$ cat config.mk
export PLATFORM = sky130hd
export DESIGN_NAME = pc_fetch_sequencer
export DESIGN_NICKNAME = d
export VERILOG_FILES = /design/src/rtl/pc_fetch_sequencer.sv
export SDC_FILE = /design/constraint.sdc
export NUM_CORES = 1
export LEC_CHECK = 0
export ABC_CLOCK_PERIOD_IN_PS = 4300
export CAP_MARGIN = 15
export CORE_AREA = 2 2 69 71
export DETAILED_ROUTE_END_ITERATION = 6
export DIE_AREA = 0 0 71 73
export GPL_ROUTABILITY_DRIVEN = 0
export PLACE_DENSITY = 0.76
export SYNTH_ARGS = -nofsm -noshare
export SYNTH_HDL_FRONTEND = slang
export SYNTH_SLANG_ARGS = --single-unit
$ cat constraint.sdc
create_clock -name clock -period 4.3 [get_ports clock]
set_input_delay 0.86 -clock clock [delete_from_list [all_inputs] [get_ports clock]]
set_output_delay 0.86 -clock clock [all_outputs]
set_load 0.03 [all_outputs]
$ cat src/rtl/pc_fetch_sequencer.sv
// Program-counter fetch sequencer: fetches instruction (and optional immediate)
// words over req/ack, issues them over valid/ready, and performs PC jumps.
module pc_fetch_sequencer #(
    parameter int unsigned IMM_BIT        = 15,
    parameter int unsigned TIMEOUT_CYCLES = 15
) (
    input  logic        clock,
    input  logic        reset,
    input  logic        run,
    output logic        pc_notReset,
    output logic        pc_notLoad,
    output logic        pc_notOE,
    output logic        pc_inc,
    output logic        mem_req,
    input  logic        mem_ack,
    input  logic [15:0] mem_data,
    output logic [15:0] ir,
    output logic [15:0] imm,
    output logic        ir_valid,
    input  logic        ir_ready,
    input  logic        jump_req,
    output logic        jump_ack,
    output logic        bus_err
);

    typedef enum logic [2:0] {
        IDLE  = 3'd0,
        FETCH = 3'd1,
        IMM   = 3'd2,
        ISSUE = 3'd3,
        JUMP  = 3'd4,
        HALT  = 3'd5
    } state_t;

    localparam logic [7:0] WAIT_LAST = 8'(TIMEOUT_CYCLES - 1);

    state_t      state_q, state_d;
    logic [7:0]  wait_q, wait_d;
    logic [15:0] ir_q, ir_d;
    logic [15:0] imm_q, imm_d;
    logic        ir_valid_q, ir_valid_d;
    logic        jump_ack_q, jump_ack_d;
    logic        bus_err_q, bus_err_d;
    logic        mem_req_q, mem_req_d;
    logic        not_oe_q, not_oe_d;
    logic        not_load_q, not_load_d;

    logic        fetching;
    logic        expired;

    assign fetching = (state_q == FETCH) || (state_q == IMM);
    assign expired  = fetching && !mem_ack && (wait_q == WAIT_LAST);

    always_comb begin
        state_d   = state_q;
        wait_d    = '0;
        ir_d      = ir_q;
        imm_d     = imm_q;
        bus_err_d = bus_err_q;

        case (state_q)
            IDLE: begin
                if (jump_req)  state_d = JUMP;
                else if (run)  state_d = FETCH;
            end
            FETCH: begin
                if (mem_ack) begin
                    ir_d    = mem_data;
                    imm_d   = '0;
                    state_d = mem_data[IMM_BIT] ? IMM : ISSUE;
                end else if (expired) begin
                    state_d   = HALT;
                    bus_err_d = 1'b1;
                end else begin
                    wait_d = wait_q + 8'd1;
                end
            end
            IMM: begin
                if (mem_ack) begin
                    imm_d   = mem_data;
                    state_d = ISSUE;
                end else if (expired) begin
                    state_d   = HALT;
                    bus_err_d = 1'b1;
                end else begin
                    wait_d = wait_q + 8'd1;
                end
            end
            ISSUE: begin
                // jump_req is only honoured together with the issue handshake
                if (ir_ready) begin
                    if (jump_req)  state_d = JUMP;
                    else if (run)  state_d = FETCH;
                    else           state_d = IDLE;
                end
            end
            JUMP: begin
                state_d = run ? FETCH : IDLE;
            end
            HALT: begin
                state_d = HALT;
            end
            default: begin
                state_d = IDLE;
            end
        endcase

        // Strobes are decoded from the next state so they are registered outputs
        ir_valid_d = (state_d == ISSUE);
        mem_req_d  = (state_d == FETCH) || (state_d == IMM);
        not_oe_d   = !mem_req_d;
        not_load_d = (state_d != JUMP);
        jump_ack_d = (state_d == JUMP);
    end

    always_ff @(posedge clock) begin
        if (reset) begin
            state_q    <= IDLE;
            wait_q     <= '0;
            ir_q       <= '0;
            imm_q      <= '0;
            ir_valid_q <= 1'b0;
            jump_ack_q <= 1'b0;
            bus_err_q  <= 1'b0;
            mem_req_q  <= 1'b0;
            not_oe_q   <= 1'b1;
            not_load_q <= 1'b1;
        end else begin
            state_q    <= state_d;
            wait_q     <= wait_d;
            ir_q       <= ir_d;
            imm_q      <= imm_d;
            ir_valid_q <= ir_valid_d;
            jump_ack_q <= jump_ack_d;
            bus_err_q  <= bus_err_d;
            mem_req_q  <= mem_req_d;
            not_oe_q   <= not_oe_d;
            not_load_q <= not_load_d;
        end
    end

    // Counter advances on the same edge that captures the acknowledged word
    assign pc_inc      = fetching && mem_ack && !reset;
    assign pc_notReset = ~reset;
    assign pc_notLoad  = not_load_q;
    assign pc_notOE    = not_oe_q;
    assign mem_req     = mem_req_q;
    assign ir          = ir_q;
    assign imm         = imm_q;
    assign ir_valid    = ir_valid_q;
    assign jump_ack    = jump_ack_q;
    assign bus_err     = bus_err_q;

endmodule

=== Word-level counts from Yosys, hierarchy flattened ===
Index checks and enable logic that the tools add are counted.
Widths: inputs -> output; s select.

* Register bits after elaboration: 49
* Bits in latches: 0
* Bits in writable memories: 0
* ROM bits: 0
* Input bits: 22
* Memories: 0

* Add/sub/neg operators: 1
* $mul: 0
* Div/mod/pow operators: 0
* $lt $le $gt $ge: 0
* Equality and inequality tests: 13
* Shifts and indexed selects: 0
* Multiplexer cells: 13
* Bitwise logic cells: 3
* Reduce and logical (&&, ||, !) cells: 16

{| class="wikitable"
|+ Operators with widths
! kind !! count
|-
| $mux 16 || 2
|-
| $pmux 16 s2 || 1
|-
| $mux 3 || 7
|-
| $pmux 3 s6 || 1
|-
| $eq 3x2->1 const B || 4
|-
| $eq 3x3->1 const B || 3
|-
| $add 8x1->8 const B || 1
|-
| $eq 8x4->1 const B || 1
|-
| $eq 3x1->1 const B || 2
|-
| $reduce_and 3->1 || 2
|-
| $logic_and 1x1->1 || 4
|-
| $ne 2x2->1 const B || 2
|-
| $reduce_or 4->1 || 1
|-
| $logic_not 1->1 || 3
|-
| $logic_not 3->1 || 1
|-
| $ne 3x3->1 const B || 1
|-
| $not 1->1 || 3
|-
| $logic_or 1x1->1 || 2
|-
| $mux 1 || 2
|-
| $reduce_and 2->1 || 1
|-
| $reduce_bool 2->1 || 1
|-
| $reduce_or 2->1 || 1
|}

=== Longest topological paths before layout ===
* Depth after elaboration: 10
* Gate-level depth with buffers: 8
* Depth with buffers taken out: 7

=== Least setup slack after synthesis ===
Ideal clock, no wire load.

* Kind: input -> output
* Start point: input port mem_ack
* End point: output port pc_inc
* Arrival: 2,018 ps
* Required time: 3,440 ps
* Path slack: 1,422 ps
* Stages on the path: 5
* Path through: buf_4 -> nor2b_1 -> nand2_1 -> clkbuf_1 -> a21oi_1

* Longest elaborated chain between the ends: 2

{| class="wikitable"
|+ RTL lines
! item !! RTL line !! source
|-
| start: declaration || 15 || <nowiki>input logic mem_ack,</nowiki>
|-
| $logic_and 1x1->1 (2 in a row) || 143 || <nowiki>assign pc_inc = fetching && mem_ack && !reset;</nowiki>
|-
| end: declaration || 13 || <nowiki>output logic pc_inc,</nowiki>
|}

Every way passes these cells.

=== Worst setup path in the final report ===
Same ends and word-level chain as after synthesis.

==> results_tabular.tex <==
\begin{tabular}{lr}
\hline
Metric & Value \\
\hline
\multicolumn{2}{l}{\textbf{Placement}} \\
\quad Placed Instances & 338 \\
\quad Port Buf Inserts & 61 \\
\quad Placed wire-length estimate after detailed placement & between 2 and 3 mm \\
\quad Post-place instance area & around 2600 um\^{}2 \\
\multicolumn{2}{l}{\textbf{Detailed routing}} \\
\quad Initial DRT Pass Iterations & 4 \\
\quad Antenna-violating nets left & 0 \\
\quad Average via count per standard cell & 4.92 \\
\quad Routed via count & between 1,500 and 2,000 \\
\quad Number of DRC violations after detailed-routing iteration 0 & 86 \\
\quad Routed wire per std cell & about 12 um \\
\quad Total Routed Length & a little over 4 mm \\
\quad Drt drc & 0 \\
\multicolumn{2}{l}{\textbf{STA}} \\
\quad Worst slew pin tran & 0.606 ns \\
\quad Min Clock Period, post-route & around 3.5 ns \\
\quad Final setup violation count & 0 \\
\quad Number of max-slew violations in the final report & 0 \\
\quad Upper clock frequency limit & $\sim$290 MHz \\
\quad Tightest slew margin relative to the limit & 59.6\% \\
\quad Worst setup skew after layout & $\sim$0.0086 ns \\
\quad Setup total negative slack & 0 ns \\
\quad Unrepaired setup endpoints after global routing & false \\
\quad Hold WS & roughly 0.46 ns \\
\quad Portion of the clock cycle consumed by the worst path in the final layout & 81.6\% \\
\quad Final hold violations & 0 \\
\multicolumn{2}{l}{\textbf{Clocking}} \\
\quad Post-CTS clock slew at the launch and capture registers of the worst setup and hold paths & about 0.090 ns \\
\quad Maximum clock insertion buffer count & 2 \\
\quad Clock latency on the worst-skew pair & roughly 0.29 ns \\
\quad TritonCTS clock tree & yes \\
\quad Post-CTS setup repair buffer count & 0 \\
\quad Post-CTS Hold Buffers & 0 \\
\quad Clk sinks & between 40 and 50 \\
\quad Post-CTS resize count & 0 \\
\quad Total CTS buffers & 5 \\
\quad Clk root buf & sky130\_fd\_sc\_hd\_\_clkbuf\_8 \\
\quad Number of levels the H-tree was split into & 2 \\
\multicolumn{2}{l}{\textbf{Logic synthesis}} \\
\quad Number of synthesized register bits & slightly below 50 \\
\quad Simple-gate portion of the synthesized area & 26.4\% \\
\quad Combinational family with the most area after synthesis & simple AND/OR/NAND/NOR gates \\
\quad Cells taking the most area after synthesis & sky130\_fd\_sc\_hd\_\_dfxtp\_1 (51\%), sky130\_fd\_sc\_hd\_\_nand2\_1 (11\%), sky130\_fd\_sc\_hd\_\_a21oi\_1 (8.8\%) \\
\quad Area share of the largest cell type after synthesis & approximately 51\% \\
\quad Multiplexer fraction of the synthesized cell area & under 10\% \\
\quad Count of unique library cells instantiated by Yosys & 33 \\
\quad Avg Cell Area, Syn & about 8 um\^{}2 \\
\quad Post-synth design cell area & 1930 um\^{}2 \\
\quad Largest area contributor in the synthesized netlist & sky130\_fd\_sc\_hd\_\_dfxtp\_1 \\
\quad Fraction of the yosys area taken by sequential cells & between 50\% and 60\% \\
\quad Warning count from the yosys run & 0 \\
\quad Xor/xnor share of the synthesized area & between 3 and 4\% \\
\quad Synthesized instance count & $\sim$240 \\
\quad Adder-cell share of the synthesized area & about 1.3\% \\
\quad Net count after synthesis & 260 \\
\quad Post-synthesis compound-gate area fraction & about an eighth \\
\multicolumn{2}{l}{\textbf{Status}} \\
\quad Result of the run & finished clean \\
\multicolumn{2}{l}{\textbf{Floorplan}} \\
\quad Effective utilization at floorplan & 42.6\% \\
\quad IO Count & slightly above 60 \\
\quad Floorplan die area & 5180 um\^{}2 \\
\quad Core area & roughly 4500 um\^{}2 \\
\quad Number of placement rows & 25 \\
\quad Die width & 71 um \\
\quad Height of the chip & 73 um \\
\multicolumn{2}{l}{\textbf{Power}} \\
\quad Leakage dissipation & between 0.9 and 1 nW \\
\quad Power per unit of standard cell area & 329 nW/um\^{}2 \\
\quad Overall power after layout & between 0.8 and 0.9 mW \\
\quad Worst vdd rail ir drop & 0.211 mV \\
\multicolumn{2}{l}{\textbf{Global routing}} \\
\quad Initial antenna violation count & 0 \\
\quad Global routing's busiest layer & met2 \\
\quad Largest net degree at the start of global routing & 37 \\
\quad Global-route total usage across every layer & roughly 17\% \\
\quad M1 GR Usage & around 20\% \\
\quad Met2 usage & roughly 29\% \\
\quad Global-route wire length before repair & about 7 mm \\
\quad Number of global-route vias before repair & 1,600 \\
\quad Global route overflow & 0 \\
\quad Met3 Resource Use GR & roughly 4.4\% \\
\multicolumn{2}{l}{\textbf{Setup path}} \\
\quad Reg2Reg Setup Slack & around 2.2 ns \\
\quad Arrival time at the worst endpoint & about 2.7 ns \\
\quad Worst Path Class, Setup & input pin to primary output \\
\quad Critical Path RT & around 3.4 ns \\
\quad Kind of end point of the critical path & primary output \\
\quad Startpoint Class & input pin \\
\quad Depth of the worst register-to-register path & 5 \\
\quad Highest fanout seen on the critical path & 8 \\
\multicolumn{2}{l}{\textbf{Final layout}} \\
\quad Area of all placed cells without fillers & about 2700 um\^{}2 \\
\quad Number of diodes & 0 \\
\quad Share of layout cells above drive strength 1 & roughly 5.8\% \\
\quad Number of cells in the finished layout apart from fillers & 346 \\
\quad Fillers & between 400 and 500 \\
\quad Layout net count & around 320 \\
\quad Area grow syn2layout & 37.8\% \\
\multicolumn{2}{l}{\textbf{Worst hold path}} \\
\quad Number of cells on the worst hold path & 2 \\
\quad Hold crit path type & flop to flop \\
\multicolumn{2}{l}{\textbf{Job}} \\
\quad Max Cap Viol & 0 \\
\hline
\end{tabular}
## cell type report
| cell class | instances | area, um^2 | share of cell area [%] |
|---|---|---|---|
| multi-input cells | 168 | 872 | 32.8 |
| flip-flops and latches | 49 | 981 | 36.9 |
| clock inverters | 2 | 13.8 | 0.517 |
| inverters | 3 | 11.3 | 0.423 |
| repair buffers | 64 | 633 | 23.8 |
| well taps | 54 | 67.6 | 2.54 |
| clock buffers | 6 | 82.6 | 3.10 |
## per-layer routing
metal	wire, um	part of all wire, %
met1	1930	47
met2	1910	46
met3	252	6.1
met4	20	0.49
met5	0	0
## power breakdown
group,switching [mW],total (mW),internal [mW]
logic,0.0672,0.123,0.0560
clock network,0.145,0.275,0.130
registers,0.00998,0.477,0.467
total,0.222,0.875,0.653
## stage by stage
| stage | setup slack, ns | util (%) |
|---|---|---|
| final | 0.792 | 58.7 |
| after global routing | 0.670 | 58.7 |
| after floorplan | 1.42 | - |
| after detailed placement | 0.789 | 56.6 |
| after CTS | 0.779 | 58.7 |
| after global placement | 0.821 | 56.6 |
## worst paths after layout
check,from,end
worst min-delay path,ir[12],ir[12]
worst max-delay path,mem_ack,pc_inc
worst min register to register,ir[12],ir[12]
worst max register to register,wait_q[5],mem_req
## Yosys cell counts
master	instances
sky130_fd_sc_hd__nand2_1	57
sky130_fd_sc_hd__a311oi_2	1
sky130_fd_sc_hd__a221oi_2	1
sky130_fd_sc_hd__nand2b_1	2
sky130_fd_sc_hd__nand4_1	1
sky130_fd_sc_hd__o21ai_1	1
sky130_fd_sc_hd__buf_2	2
sky130_fd_sc_hd__buf_4	1
sky130_fd_sc_hd__o31a_1	1
sky130_fd_sc_hd__or2_2	1
sky130_fd_sc_hd__clkbuf_1	13
sky130_fd_sc_hd__or4b_4	1
sky130_fd_sc_hd__nand3_1	19
sky130_fd_sc_hd__mux2_4	1
sky130_fd_sc_hd__nor3_1	2
sky130_fd_sc_hd__o31ai_1	1
sky130_fd_sc_hd__and3_1	2
sky130_fd_sc_hd__o21a_1	1
sky130_fd_sc_hd__or3_4	1
sky130_fd_sc_hd__xor2_1	3
sky130_fd_sc_hd__mux2i_1	1
sky130_fd_sc_hd__a31oi_1	1
sky130_fd_sc_hd__ha_1	2
sky130_fd_sc_hd__o21ai_0	3
sky130_fd_sc_hd__xnor2_1	4
sky130_fd_sc_hd__nor4_1	1
sky130_fd_sc_hd__nor2_1	17
sky130_fd_sc_hd__dfxtp_1	49
sky130_fd_sc_hd__and2_1	3
sky130_fd_sc_hd__nor2b_1	5
sky130_fd_sc_hd__a21oi_1	34
sky130_fd_sc_hd__nand4b_1	1
sky130_fd_sc_hd__inv_1	3
## registers in the layout, summed over array words and instances, names as in the netlist
signal      cells
bus_err         1
imm            16
pc_notLoad      1
jump_ack        1
pc_notOE        1
ir_valid        1
mem_req         1
state_q         3
wait_q          8
ir             16
## placed cells by master, fill, tap and decap left out, types with 2 or more instances in the layout
cell                              synthesis  final
sky130_fd_sc_hd__inv_1                    3      3
sky130_fd_sc_hd__clkbuf_8                 0      6
sky130_fd_sc_hd__xnor2_1                  4      4
sky130_fd_sc_hd__xor2_1                   3      3
sky130_fd_sc_hd__nor3_1                   2      2
sky130_fd_sc_hd__and2_1                   3      3
sky130_fd_sc_hd__nand2_1                 57     57
sky130_fd_sc_hd__nand3_1                 19     19
sky130_fd_sc_hd__dfxtp_1                 49     49
sky130_fd_sc_hd__a21oi_1                 34     34
sky130_fd_sc_hd__and3_1                   2      2
sky130_fd_sc_hd__buf_4                    1      3
sky130_fd_sc_hd__nor2b_1                  5      5
sky130_fd_sc_hd__clkdlybuf4s50_1          0     61
sky130_fd_sc_hd__o21ai_0                  3      3
sky130_fd_sc_hd__nand2b_1                 2      2
sky130_fd_sc_hd__nor2_1                  17     17
sky130_fd_sc_hd__ha_1                     2      2
## worst max-delay path, cell delays in order
cell and delay [ns]:
sky130_fd_sc_hd__clkdlybuf4s50_1 0.59, sky130_fd_sc_hd__nor2b_1 0.22, sky130_fd_sc_hd__nand2_1 0.09, sky130_fd_sc_hd__a21oi_1 0.16
sky130_fd_sc_hd__clkdlybuf4s50_1 0.72
## logic make-up (layout without fill, tap and decap cells)
logic type | Yosys count | count (layout)
multiplexers | 2 | 2
flip-flops | 49 | 49
AO/OA/AOI/OAI | 44 | 44
XOR/XNOR | 7 | 7
buffers and inverters | 19 | 75
adder cells (fa/ha/maj) | 2 | 2
AND/OR/NAND/NOR | 113 | 113
Power figures use the tool's default switching activity.
